**config.mk**
```make
export PLATFORM = sky130hd
export DESIGN_NAME = nand_vec_pipe
export DESIGN_NICKNAME = d
export VERILOG_FILES = /design/src/rtl/nand_pkg.sv /design/src/rtl/nand2_vec.sv /design/src/rtl/nand_vec_pipe.sv
export SDC_FILE = /design/constraint.sdc
export NUM_CORES = 1
export LEC_CHECK = 0
export CAP_MARGIN = 20
export CELL_PAD_IN_SITES_DETAIL_PLACEMENT = 1
export CELL_PAD_IN_SITES_GLOBAL_PLACEMENT = 1
export CORE_UTILIZATION = 38
export CTS_CLUSTER_SIZE = 16
export DETAILED_ROUTE_END_ITERATION = 7
export PLACE_DENSITY = 0.95
export SETUP_SLACK_MARGIN = 0.2
export SYNTH_ARGS = -nofsm -noshare
export SYNTH_HDL_FRONTEND = slang
export SYNTH_HIERARCHICAL = 1
export SYNTH_SLANG_ARGS = --single-unit
```
**constraint.sdc**
```tcl
create_clock -name clk -period 3.5 [get_ports clk]
set_input_delay 0.875 -clock clk [delete_from_list [all_inputs] [get_ports clk]]
set_output_delay 0.875 -clock clk [all_outputs]
set_load 0.02 [all_outputs]
```
**src/rtl/nand_pkg.sv**
```systemverilog
// nand_pkg: operation encodings shared by the NAND vector pipeline and its users.
package nand_pkg;
    localparam logic [1:0] MODE_NAND  = 2'b00;
    localparam logic [1:0] MODE_NOT   = 2'b01;
    localparam logic [1:0] MODE_AND   = 2'b10;
    localparam logic [1:0] MODE_RNAND = 2'b11;
endpackage

```
**src/rtl/nand2_vec.sv**
```systemverilog
// nand2_vec: bitwise 2-input NAND, the only data primitive of the pipeline.
module nand2_vec #(
    parameter int WIDTH = 8
) (
    input  logic [WIDTH-1:0] x_i,
    input  logic [WIDTH-1:0] y_i,
    output logic [WIDTH-1:0] z_o
);
    assign z_o = ~(x_i & y_i);
endmodule

```
**src/rtl/nand_vec_pipe.sv**
```systemverilog
// nand_vec_pipe: NAND-built vector ALU in stage 0 followed by a valid/ready delay pipeline.
module nand_vec_pipe
    import nand_pkg::*;
#(
    parameter int WIDTH  = 8,
    parameter int STAGES = 2,
    parameter int CNT_W  = 16
) (
    input  logic             clk,
    input  logic             rst_n,
    input  logic             in_valid,
    output logic             in_ready,
    input  logic [WIDTH-1:0] a,
    input  logic [WIDTH-1:0] b,
    input  logic [1:0]       mode,
    output logic             out_valid,
    input  logic             out_ready,
    output logic [WIDTH-1:0] o,
    output logic [CNT_W-1:0] txn_count
);
    localparam int LOG = $clog2(WIDTH);
    localparam int P   = 1 << LOG;

    logic [WIDTH-1:0] n_ab, n_aa, and_ab, res_d;
    logic [P-1:0]     a_pad;
    logic             all_and, rnand, en;
    logic [CNT_W-1:0] cnt_q, cnt_d;

    nand2_vec #(.WIDTH(WIDTH)) u_nab (.x_i(a),    .y_i(b),    .z_o(n_ab));
    nand2_vec #(.WIDTH(WIDTH)) u_naa (.x_i(a),    .y_i(a),    .z_o(n_aa));
    nand2_vec #(.WIDTH(WIDTH)) u_and (.x_i(n_ab), .y_i(n_ab), .z_o(and_ab));

    // Pad with ones so the AND tree is a full power of two without changing the result
    always_comb begin
        a_pad = '1;
        a_pad[WIDTH-1:0] = a;
    end

    for (genvar k = 0; k < LOG; k++) begin : g_lvl
        localparam int N = P >> (k + 1);
        logic [2*N-1:0] src;
        logic [N-1:0]   ev, od, nd, v;
        if (k == 0) begin : g_first
            assign src = a_pad;
        end else begin : g_next
            assign src = g_lvl[k-1].v;
        end
        for (genvar j = 0; j < N; j++) begin : g_pair
            assign ev[j] = src[2*j];
            assign od[j] = src[2*j+1];
        end
        nand2_vec #(.WIDTH(N)) u_n (.x_i(ev), .y_i(od), .z_o(nd));
        nand2_vec #(.WIDTH(N)) u_i (.x_i(nd), .y_i(nd), .z_o(v));
        if (k == LOG - 1) begin : g_root
            assign all_and = v[0];
        end
    end

    if (LOG == 0) begin : g_single
        assign all_and = a_pad[0];
    end

    nand2_vec #(.WIDTH(1)) u_rn (.x_i(all_and), .y_i(all_and), .z_o(rnand));

    assign res_d = (mode == MODE_NAND) ? n_ab :
                   (mode == MODE_NOT)  ? n_aa :
                   (mode == MODE_AND)  ? and_ab : WIDTH'(rnand);

    assign en       = ~out_valid | out_ready;
    assign in_ready = en;

    for (genvar s = 0; s < STAGES; s++) begin : g_stg
        logic [WIDTH-1:0] data_q, data_d;
        logic             vld_q, vld_d;
        if (s == 0) begin : g_head
            assign data_d = res_d;
            assign vld_d  = in_valid;
        end else begin : g_tail
            assign data_d = g_stg[s-1].data_q;
            assign vld_d  = g_stg[s-1].vld_q;
        end
        always_ff @(posedge clk) begin
            if (!rst_n) begin
                data_q <= '0;
                vld_q  <= 1'b0;
            end else if (en) begin
                data_q <= data_d;
                vld_q  <= vld_d;
            end
        end
    end

    assign out_valid = g_stg[STAGES-1].vld_q;
    assign o         = g_stg[STAGES-1].data_q;

    assign cnt_d = (out_valid & out_ready & (cnt_q != '1)) ? cnt_q + 1'b1 : cnt_q;

    always_ff @(posedge clk) begin
        if (!rst_n) cnt_q <= '0;
        else        cnt_q <= cnt_d;
    end

    assign txn_count = cnt_q;
endmodule

```
==> flow_metrics.tcl <==
set metrics [dict create \
    grt_pass1_vias 1778 \
    maxSlewHeadroom 0.369 \
    cts_resized 0 \
    dr.pass1.iters 8 \
    cts_tree "built" \
    drtIter0Drc 51 \
    critPathMaxFanout 3 \
    antenna_found_initial 0 \
    power_frac_clock 0.363 \
    combPwrFrac 0.147 \
    worstMarginPinSlew_ns 0.944 \
    crit_slowest_cell "clkdlybuf4s50_1" \
    internal_power_mw 0.625 \
    die_h_um 70.9 \
    instances_no_fill 322 \
    gp_congestion 0.699 \
    fillCellCount 565 \
    dieArea_sq_um 5030 \
    syn_avg_cell_area_sq_um 8.13 \
    leakagePower_nw 0.942 \
    vias 1754 \
    portBuffers 47 \
    r2r_start "txn_count[0]" \
    cts_buffers 5 \
    cp.arrival_ns 2.17 \
    violations "DRC" \
    postPlaceCellArea_sq_um 2320 \
    drive_above_1_share 0.0556 \
    ir_worst_vdd_v 0.000241 \
    diodes 0 \
    post-cts-setup-buffers 0 \
    path_class "input port to primary output" \
    nets 292 \
    syn_nets 245 \
    clk_latency_ns 0.29 \
    hold_end "o[3]" \
    startpoint_type "input port" \
    start_util 0.404 \
    switchingPower_mw 0.214 \
    syn_inst 222 \
    syn-cell-area_sq_um 1810 \
    clk_pin_slew_worst_paths_ns 0.07 \
    cp.required_ns 2.62 \
    grt_start_max_net_pins 30 \
    hold_violations 0 \
    report.power.total_mw 0.839 \
    synth_seq_area_share 0.377 \
    synth_seq_cells 34 \
    drv_slew 0 \
    clock-root-buffer "clkbuf_8" \
    dpl.hpwl_um 3420 \
    hold_path.class "flip-flop to flip-flop" \
    cap_violations 0 \
    reg2regPathDepth 6 \
    ys_types 36 \
    dp_cells 313 \
    ant_nets 0 \
    drc_errors 4 \
    core_sq_um 4470 \
    p_sw_frac 0.255 \
    fp.dieW_um 70.9 \
    cpPeakStageDelay_ns 0.54 \
    cpMostUsedCell "clkdlybuf4s50_1" \
    hold_buffers 0 \
    grt_pass1_wl_um 7940 \
    fmax_ghz 0.328 \
    hold_start "o[3]" \
    yosys_warnings 6 \
    vias_per_cell 5.45 \
    rsz0062_at_grt "no" \
    ios 48 \
    placementRows 24 \
    status "complete, but fails checks" \
    area_growth_syn_to_layout_pct 33.9 \
    wl_um 4630 \
    hold_path_depth 2 \
    reg2reg_to "txn_count[9]" \
    crit_path_cell_trace "clkdlybuf4s50_1 > nor2b_1 > inv_2 > clkdlybuf4s50_1" \
    pwr-share-seq 0.490 \
    critical_path.endpoint_type "primary output" \
    cts_max_level 2 \
    post-route-period-util 0.871 \
    numClockSinks 34 \
    wl_per_cell_um 14.4 \
    cts_max_path_buffers 2 \
    setup-tns-final_ns 0 \
    setup-violations-final 0 \
    skew_ns 0.00517 \
    grt-ovfl-total 0 \
    period_needed_ns 3.05 \
    finalInstanceArea_sq_um 2420 \
    power_density_nw_per_um2 347 \
    grt_use_total 0.201 \
    reg2reg_slack_ns 1.25 \
]
-- cell families after synthesis --
family	share of synthesized area
and+or+nand+nor	0.284
AOI/OAI and AO/OA	0.235
DFF	0.377
buffers and inverters	0.0298
muxes	0.0624
xor gates and xnor gates	0.00485
adders and majority gates	0.00693
-- how the worst max path moves through the flow --
| stage | to | slack (ns) | from |
|---|---|---|---|
| floorplan | in_ready | 1.21 | out_ready |
| global placement | in_ready | 0.49 | out_ready |
| detailed placement | in_ready | 0.48 | out_ready |
| CTS | in_ready | 0.44 | out_ready |
| global route | in_ready | 0.39 | out_ready |
| finish | in_ready | 0.45 | out_ready |
-- cells in the mapped netlist --
cell type / number / area (sq um)
xnor2_1: 1 / 8.76
and4_1: 1 / 8.76
and3_1: 1 / 6.26
o21ai_0: 5 / 25.0
nand2b_1: 4 / 25.0
nor3_1: 2 / 10.0
nor2_1: 1 / 3.75
nand2_1: 75 / 282
o41ai_4: 1 / 27.5
nor3b_1: 1 / 7.51
inv_1: 2 / 7.51
o311ai_0: 2 / 17.5
or4_1: 4 / 30.0
nor4_1: 2 / 12.5
ha_1: 1 / 12.5
nor2b_1: 2 / 12.5
o41ai_1: 2 / 17.5
inv_2: 1 / 3.75
o31ai_1: 4 / 30.0
nand4_4: 1 / 21.3
mux4_2: 1 / 22.5
o31a_1: 2 / 17.5
and2_1: 2 / 12.5
a21boi_1: 2 / 15.0
o211ai_1: 7 / 52.6
o211a_1: 7 / 70.1
clkbuf_2: 1 / 5.00
a21boi_0: 16 / 120
nand3_1: 5 / 25.0
o21a_1: 3 / 22.5
or3_1: 6 / 37.5
mux2i_1: 9 / 90.1
o2111ai_1: 1 / 8.76
dfxtp_1: 34 / 681
clkbuf_1: 10 / 37.5
nand4_1: 3 / 18.8
-- power groups by stage --
stage / Combinational (mW) / Clock [mW] / Sequential [mW]
after floorplan: 0.0606 / 0 / 0.426
after global placement: 0.121 / 0 / 0.419
after detailed placement: 0.125 / 0 / 0.420
after CTS: 0.126 / 0.310 / 0.411
after global routing: 0.136 / 0.329 / 0.413
final: 0.123 / 0.305 / 0.411
-- cells in the final DEF (no fill, tap or decap), drive strengths merged, types with 4 or more instances in the layout --
cell type and instances:
a21boi 18, mux2i 9, or4 4, nand2b 4, o21ai 5, clkbuf 8, dfxtp 34, o31ai 4
nand3 5, nand2 75, nand4 4, o211a 7, o211ai 7, clkdlybuf4s50 47, or3 6
-- metrics by stage --
stage	hold slack (ns)	utilization	setup WS, ns
4_1_cts	0.475	0.539	0.439
3_5_place_dp	0.461	0.519	0.476
2_1_floorplan	0.441	-	1.21
5_1_grt	0.497	0.540	0.395
3_3_place_gp	0.452	0.519	0.485
6_report	0.466	0.540	0.452
-- layout make-up --
class	count	area [sq um]	share of cell area
clock buffer	7	86.3	0.0357
tap	52	65.1	0.0269
clock inverter	1	5.00	0.00207
sequential	34	681	0.282
inverter	3	11.3	0.00466
timing repair buffer	51	498	0.206
multi-input combinational	174	1070	0.443
-- sequential cells by signal, summed over array words and instances, names as in the netlist --
name / flops
g_stg.vld_q: 1
o: 8
g_stg.data_q: 8
out_valid: 1
txn_count: 16
-- metal layers --
metal	wire length, um	up-vias	global-route usage	part of all wire
li1	-	885	-	-
met1	1970	818	0.216	0.43
met2	2370	44	0.376	0.51
met3	235	7	0.0570	0.051
met4	53	0	0.0644	0.011
met5	0	-	0	0
-- critical path, delay by kind of cell --
family	cells	cell delay [ns]
AND/OR/NAND/NOR	1	0.21
buffers and inverters	3	1.08
Note: power is estimated with default switching activity, not from simulation.
